File: src/rtl/v_display_rx_pkg.sv
// Shared chunk-interface constants and the display receiver's frame states.
// Imported by every chunk module so the type bytes and frame length agree on both ends.
package v_display_rx_pkg;

  localparam logic [7:0] CHUNK_TYPE_DISPLAY_RX = 8'd6;
  localparam logic [7:0] CHUNK_TYPE_DISPLAY_TX = 8'd5;
  localparam int         CHUNK_FRAME_LEN       = 3;

  typedef enum logic [2:0] {
    ST_IDLE      = 3'd0,
    ST_GET_INDEX = 3'd1,
    ST_GET_VALUE = 3'd2,
    ST_SKIP1     = 3'd3,
    ST_SKIP2     = 3'd4,
    ST_COMMIT    = 3'd5
  } rx_state_e;

  // Successor of a mid-frame state once its byte has been accepted.
  function automatic rx_state_e next_on_byte(input rx_state_e st);
    case (st)
      ST_GET_INDEX: next_on_byte = ST_GET_VALUE;
      ST_GET_VALUE: next_on_byte = ST_COMMIT;
      ST_SKIP1:     next_on_byte = ST_SKIP2;
      ST_SKIP2:     next_on_byte = ST_IDLE;
      default:      next_on_byte = ST_IDLE;
    endcase
  endfunction

endpackage

File: src/rtl/rx_chunk_parser.sv
// Splits the UART byte stream into 3-byte chunks, skipping foreign chunks and
// abandoning any frame whose bytes stall longer than TIMEOUT_CYCLES.
module rx_chunk_parser
  import v_display_rx_pkg::*;
#(
  parameter int CHUNK_TYPE     = 6,
  parameter int TIMEOUT_CYCLES = 1000000
) (
  input  logic        CLK,
  input  logic        RST_N,
  input  logic        rx_valid,
  input  logic [7:0]  rx_byte,
  output logic        rx_ready,
  output logic        chunk_valid,
  output logic [7:0]  chunk_type,
  output logic [15:0] chunk_bytes,
  output logic        chunk_timeout
);

  localparam int            TW        = $clog2(TIMEOUT_CYCLES + 1);
  localparam logic [TW-1:0] TMO_LAST  = TW'(TIMEOUT_CYCLES - 1);
  localparam logic [7:0]    TYPE_BYTE = 8'(CHUNK_TYPE);

  rx_state_e     state_r, state_s;
  logic [TW-1:0] timer_r, timer_s;
  logic [7:0]    type_r, index_r, value_r;
  logic          accept_s;

  // Ready is forced low while reset is held, not just after the first edge.
  assign rx_ready    = RST_N && (state_r != ST_COMMIT);
  assign accept_s    = rx_valid && rx_ready;
  assign chunk_valid = (state_r == ST_COMMIT);
  assign chunk_type  = type_r;
  assign chunk_bytes = {value_r, index_r};

  // Next-state and inter-byte timeout; an accepted byte always beats the timeout.
  always_comb begin
    state_s       = state_r;
    timer_s       = '0;
    chunk_timeout = 1'b0;
    case (state_r)
      ST_IDLE: begin
        if (accept_s) begin
          state_s = (rx_byte == TYPE_BYTE) ? ST_GET_INDEX : ST_SKIP1;
        end else begin
          state_s = ST_IDLE;
        end
      end
      ST_GET_INDEX, ST_GET_VALUE, ST_SKIP1, ST_SKIP2: begin
        if (accept_s) begin
          state_s = next_on_byte(state_r);
        end else if (timer_r == TMO_LAST) begin
          state_s       = ST_IDLE;
          chunk_timeout = 1'b1;
        end else begin
          timer_s = timer_r + TW'(1);
        end
      end
      ST_COMMIT: state_s = ST_IDLE;
      default:   state_s = ST_IDLE;
    endcase
  end

  // State, timer and frame field registers.
  always_ff @(posedge CLK or negedge RST_N) begin
    if (!RST_N) begin
      state_r <= ST_IDLE;
      timer_r <= '0;
      type_r  <= 8'd0;
      index_r <= 8'd0;
      value_r <= 8'd0;
    end else begin
      state_r <= state_s;
      timer_r <= timer_s;
      if (accept_s && state_r == ST_IDLE)      type_r  <= rx_byte;
      if (accept_s && state_r == ST_GET_INDEX) index_r <= rx_byte;
      if (accept_s && state_r == ST_GET_VALUE) value_r <= rx_byte;
    end
  end

endmodule

File: src/rtl/v_display_rx.sv
// Display-write receiver: applies (index, value) chunks to the display buffer,
// flags real changes and counts discarded frames.
module v_display_rx
  import v_display_rx_pkg::*;
#(
  parameter int INTERFACE_RX_CHUNK_TYPE   = int'(CHUNK_TYPE_DISPLAY_RX),
  parameter int DISPLAY_BUFFER_BYTE_SIZE  = 64,
  parameter int DISPLAY_BUFFER_INDEX_SIZE = 8,
  parameter int FRAME_TIMEOUT_CYCLES      = 1000000
) (
  input  logic                                  CLK,
  input  logic                                  RST_N,
  input  logic                                  rx_valid,
  input  logic [7:0]                            rx_byte,
  output logic                                  rx_ready,
  output logic [DISPLAY_BUFFER_BYTE_SIZE*8-1:0] display,
  output logic                                  display_updated,
  output logic [7:0]                            drop_count
);

  localparam int         DW      = DISPLAY_BUFFER_BYTE_SIZE * 8;
  localparam int         IW      = DISPLAY_BUFFER_INDEX_SIZE;
  localparam logic [7:0] RX_TYPE = 8'(INTERFACE_RX_CHUNK_TYPE);

  logic          chunk_valid_s, chunk_timeout_s;
  logic [7:0]    chunk_type_s;
  logic [15:0]   chunk_bytes_s;
  logic [7:0]    index_raw_s, value_s;
  logic [IW-1:0] index_s;
  logic          in_range_s, commit_s, changed_s, drop_s;
  logic [DW-1:0] display_r, display_s;
  logic          display_updated_r;
  logic [7:0]    drop_count_r;

  rx_chunk_parser #(
    .CHUNK_TYPE     (INTERFACE_RX_CHUNK_TYPE),
    .TIMEOUT_CYCLES (FRAME_TIMEOUT_CYCLES)
  ) u_parser (
    .CLK           (CLK),
    .RST_N         (RST_N),
    .rx_valid      (rx_valid),
    .rx_byte       (rx_byte),
    .rx_ready      (rx_ready),
    .chunk_valid   (chunk_valid_s),
    .chunk_type    (chunk_type_s),
    .chunk_bytes   (chunk_bytes_s),
    .chunk_timeout (chunk_timeout_s)
  );

  assign index_raw_s = chunk_bytes_s[7:0];
  assign value_s     = chunk_bytes_s[15:8];
  assign index_s     = IW'(index_raw_s);
  assign in_range_s  = (32'(index_raw_s) < 32'(DISPLAY_BUFFER_BYTE_SIZE));
  assign commit_s    = chunk_valid_s && (chunk_type_s == RX_TYPE);
  assign drop_s      = (commit_s && !in_range_s) || chunk_timeout_s;

  // Buffer write and old-versus-new byte compare for the committed chunk.
  always_comb begin
    display_s = display_r;
    changed_s = 1'b0;
    if (commit_s && in_range_s) begin
      for (int i = 0; i < DISPLAY_BUFFER_BYTE_SIZE; i++) begin
        if (index_s == IW'(i)) begin
          changed_s           = (display_r[i*8 +: 8] != value_s);
          display_s[i*8 +: 8] = value_s;
        end else begin
          display_s[i*8 +: 8] = display_r[i*8 +: 8];
        end
      end
    end else begin
      display_s = display_r;
    end
  end

  // Display buffer, update pulse and saturating drop counter.
  always_ff @(posedge CLK or negedge RST_N) begin
    if (!RST_N) begin
      display_r         <= '0;
      display_updated_r <= 1'b0;
      drop_count_r      <= 8'd0;
    end else begin
      display_r         <= display_s;
      display_updated_r <= changed_s;
      if (drop_s && drop_count_r != 8'hFF) drop_count_r <= drop_count_r + 8'd1;
    end
  end

  assign display         = display_r;
  assign display_updated = display_updated_r;
  assign drop_count      = drop_count_r;

endmodule

File: config.mk
export PLATFORM = sky130hd
export DESIGN_NAME = v_display_rx
export DESIGN_NICKNAME = d
export VERILOG_FILES = /design/src/rtl/v_display_rx_pkg.sv /design/src/rtl/rx_chunk_parser.sv /design/src/rtl/v_display_rx.sv
export SDC_FILE = /design/constraint.sdc
export NUM_CORES = 1
export LEC_CHECK = 0
export ABC_AREA = 1
export ABC_CLOCK_PERIOD_IN_PS = 4600
export CORE_AREA = 2 2 208 291
export DETAILED_ROUTE_END_ITERATION = 7
export DIE_AREA = 0 0 210 293
export GPL_TIMING_DRIVEN = 0
export HOLD_SLACK_MARGIN = 0.12
export PLACE_DENSITY = 0.78
export SLEW_MARGIN = 20
export SYNTH_ARGS = -nofsm -noshare
export SYNTH_HDL_FRONTEND = slang
export SYNTH_SLANG_ARGS = --single-unit
export TNS_END_PERCENT = 30
File: constraint.sdc
create_clock -name CLK -period 4.6 [get_ports CLK]
set_input_delay 0.92 -clock CLK [delete_from_list [all_inputs] [get_ports CLK]]
set_output_delay 0.92 -clock CLK [all_outputs]
set_load 0.01 [all_outputs]
==> impl_metrics.csv <==
group,metric,value,unit
sta,period_share,128.1,%
global_routing,grt_pass1_wl,156.7,mm
worst_setup_path,endpoint_kind,"flop",
cells_and_area,layout-drive-gt1-share,5.726,%
synthesis,synth-seq-cells,568,
detailed_routing,vias,25330,
sta,rsz0062_at_grt,"yes",
floorplan,chipWidth,210,µm
sta,whs,237.4,ps
detailed_routing,ant_nets,0,
sta,min_period,5894,ps
global_routing,grt_pass1_vias,25020,
synthesis,ys_types,30,
floorplan,die_h,293,µm
worst_setup_path,crit_arrival,6380,ps
clocking,hold_buffers,0,
placement,post-place-ws,-1976,ps
worst_setup_path,slowest_stage,"dfrtp_1",
synthesis,ys.flop_type,"dfrtp_1",
run_status,violations,"negative setup slack",
synthesis,yosys_warnings,0,
synthesis,synth_area,0.02742,mm²
worst_setup_path,critPathRequiredTime,5090,ps
worst_setup_path,path_class,"reg -> reg",
sta,finClkSkew,14.40,ps
power,ir_drop,379.7,µV
placement,place.port_buffers,532,
floorplan,io_pins,533,
synthesis,synth.top_cell.area_share,51.84,%
detailed_routing,drtIter0Drc,2549,
worst_setup_path,crit_path_start_kind,"flop",
worst_setup_path,cp_slowest_stage_delay,440,ps
sta,slew_headroom,31.93,%
sta,max_freq,169.7,MHz
synthesis,synth_commonest_cells,"nand2_1, dfrtp_1, o21ai_0",
floorplan,core,0.05873,mm²
clocking,path_clk_slew,60,ps
flow_run,cap_violations,0,
floorplan,die_area,0.06153,mm²
clocking,cts-buffers-inserted,56,
synthesis,async_flop_share,100.0,%
clocking,clk_latency,600,ps
synthesis,synth_cells,3064,
floorplan,start_util,46.69,%
global_routing,antenna_found_initial,2,
clocking,cts_tree,"done",
global_routing,grt_usage,33.96,%
clocking,root_buffer,"clkbuf_16",
synthesis,syn_nets,3077,
sta,worstMarginPinSlew,1021,ps
run_status,status,"finished, violations left",
power,cellPowerDensity,462.1,mW/mm²
power,p_leak,16.25,nW
placement,dpl.hpwl,74.39,mm
synthesis,synth_edf_count,0,
clocking,cts.sinks,568,
detailed_routing,route.detailed.drc,0,
clocking,ctsHtreeMaxLevel,2,
sta,tns,-1294,ps
detailed_routing,via_per_inst,5.664,
worst_setup_path,cp_max_fo,7,
worst_hold_path,hp-class,"in -> async",
sta,setup_violations,1,
cells_and_area,area_growth,32.12,%
placement,routabilityCongestion,0.9379,
worst_setup_path,cp_common_cell,"nand2_1",
worst_setup_path,reg2reg_to,"display_updated$_DFF_PN0_",
worst_setup_path,ff2ff_setup_slack,-1290,ps
detailed_routing,firstDrtPassIters,5,
detailed_routing,wirelength,105.5,mm
cells_and_area,nets,3690,
global_routing,grt_max_degree,100,
sta,setup_ws,-1294,ps
worst_setup_path,rr_startpoint,"u_parser.value_r[6]$_DFFE_PN0P_",
sta,slew_viol_final,0,
synthesis,yosysSeqAreaShare,51.84,%
floorplan,num_rows,105,
clocking,cts_buffer_depth,3,
synthesis,synth_largest_area_cell,"dfrtp_1",
detailed_routing,wl_per_cell,23.59,µm
sta,hold_viol,0,
synthesis,yosysMostFrequentCell,"nand2_1",
global_routing,grt_overflow,0,
worst_setup_path,ff2ff_path_depth,77,
synthesis,synth_area_leaders,"dfrtp_1, xor2_1, nand2_1",
synthesis,syn_area_per_cell,8.949,µm²
==> critical path: cells and delay by family, from the launching register on <==
| kind | cells | cell delay [ps] |
|---|---|---|
| AND/OR/NAND/NOR | 74 | 4880 |
| buffers and inverters | 2 | 320 |
| XOR/XNOR | 1 | 150 |
| flip-flops | 1 | 440 |
==> layer usage <==
metal	vias to the layer above	wire length [µm]	global-route usage (%)
met5	-	0	0
met4	0	7434	20.95
met3	348	8948	7.289
met2	1253	50830	56.92
met1	12480	38250	39.88
li1	11250	-	-
==> cell type report <==
cell class | count | area, µm²
inverters | 100 | 386.6
clock inverters | 20 | 234.0
multi-input cells | 2205 | 12230
flip-flops and latches | 568 | 14210
fillers | 5013 | 22500
well taps | 749 | 937.1
clock buffers | 81 | 1637
plain buffers | 191 | 944.7
repair buffers | 555 | 5635
diodes | 2 | 5.005
==> cell families (layout without fill, tap and decap cells) <==
group           after synthesis  in the layout  share of synthesized area, %
compound gates              579            579                         10.60
xor+xnor                    506            506                         16.16
fa+ha+maj                     2              2                       0.09125
buf+inv                     291            947                         4.203
flops                       568            568                         51.84
mux                           4              4                        0.1597
other cells                   0              2                             0
simple gates               1114           1114                         16.95
==> worst max-delay path by stage <==
stage / startpoint / endpoint / cells past startpoint / slack [ps]
finish: u_parser.value_r[6]$_DFFE_PN0P_ / display_updated$_DFF_PN0_ / 77 / -1290
CTS: u_parser.value_r[6]$_DFFE_PN0P_ / display_updated$_DFF_PN0_ / 81 / -1160
floorplan: u_parser.value_r[1]$_DFFE_PN0P_ / display_updated$_DFF_PN0_ / 77 / 180
global route: u_parser.index_r[1]$_DFFE_PN0P_ / display_updated$_DFF_PN0_ / 79 / -1890
detailed placement: u_parser.index_r[3]$_DFFE_PN0P_ / display_updated$_DFF_PN0_ / 78 / -1980
global placement: RST_N / display[253]$_DFFE_PN0P_ / 1 / -22420
==> what timing repair did <==
action	4_1_cts	5_1_grt
setup buffers	10	7
hold endpoints to repair	0	0
setup endpoints to repair	196	149
pin swaps	7	3
gates cloned	0	0
gates resized for setup	104	23
==> flip-flops by register name, indices dropped and copies added (netlist names) <==
signal and flops:
drop_count 8, u_parser.timer_r 20, display_updated 1, u_parser.chunk_type 8, display 512, u_parser.state_r 3
u_parser.value_r 8, u_parser.index_r 8
==> where the power goes <==
part	internal (W)	switching (W)	leakage [nW]	total, W
Combinational	0.00197	0.00477	7.44	0.00674
Clock	0.00274	0.00202	0.925	0.00476
Sequential	0.00512	0.000113	7.88	0.00523
==> cell usage in the layout (no fill, tap or decap), types with 5 or more instances in the layout <==
cell	synthesis	final
xnor2_1	65	61
clkdlybuf4s50_1	0	531
o21ai_0	543	543
nand2_1	751	738
nand4_1	24	24
nor4_1	100	100
dfrtp_1	568	567
xor2_1	441	441
clkbuf_2	0	14
buf_16	0	6
buf_2	18	16
clkinvlp_4	0	5
clkbuf_8	0	12
clkdlybuf4s15_2	0	7
nand2_2	0	9
clkbuf_16	0	57
a21oi_1	33	33
clkinv_2	0	12
inv_1	99	93
bufinv_16	0	5
clkbuf_1	144	144
nor2_1	141	130
buf_4	5	19
nor2_2	0	7
nor3_1	30	28
nand3_1	59	57
==> per-stage QoR <==
step	instances	util [%]	total power (W)	instance area (µm²)
floorplan	3064	-	0.009101	27420
global placement	4345	57.35	0.01143	33680
detailed placement	4351	57.64	0.01151	33850
CTS	4462	61.49	0.01657	36110
global route	4469	61.68	0.01740	36220
finish	4471	61.69	0.01674	36220
Power figures use the tool's default switching activity.
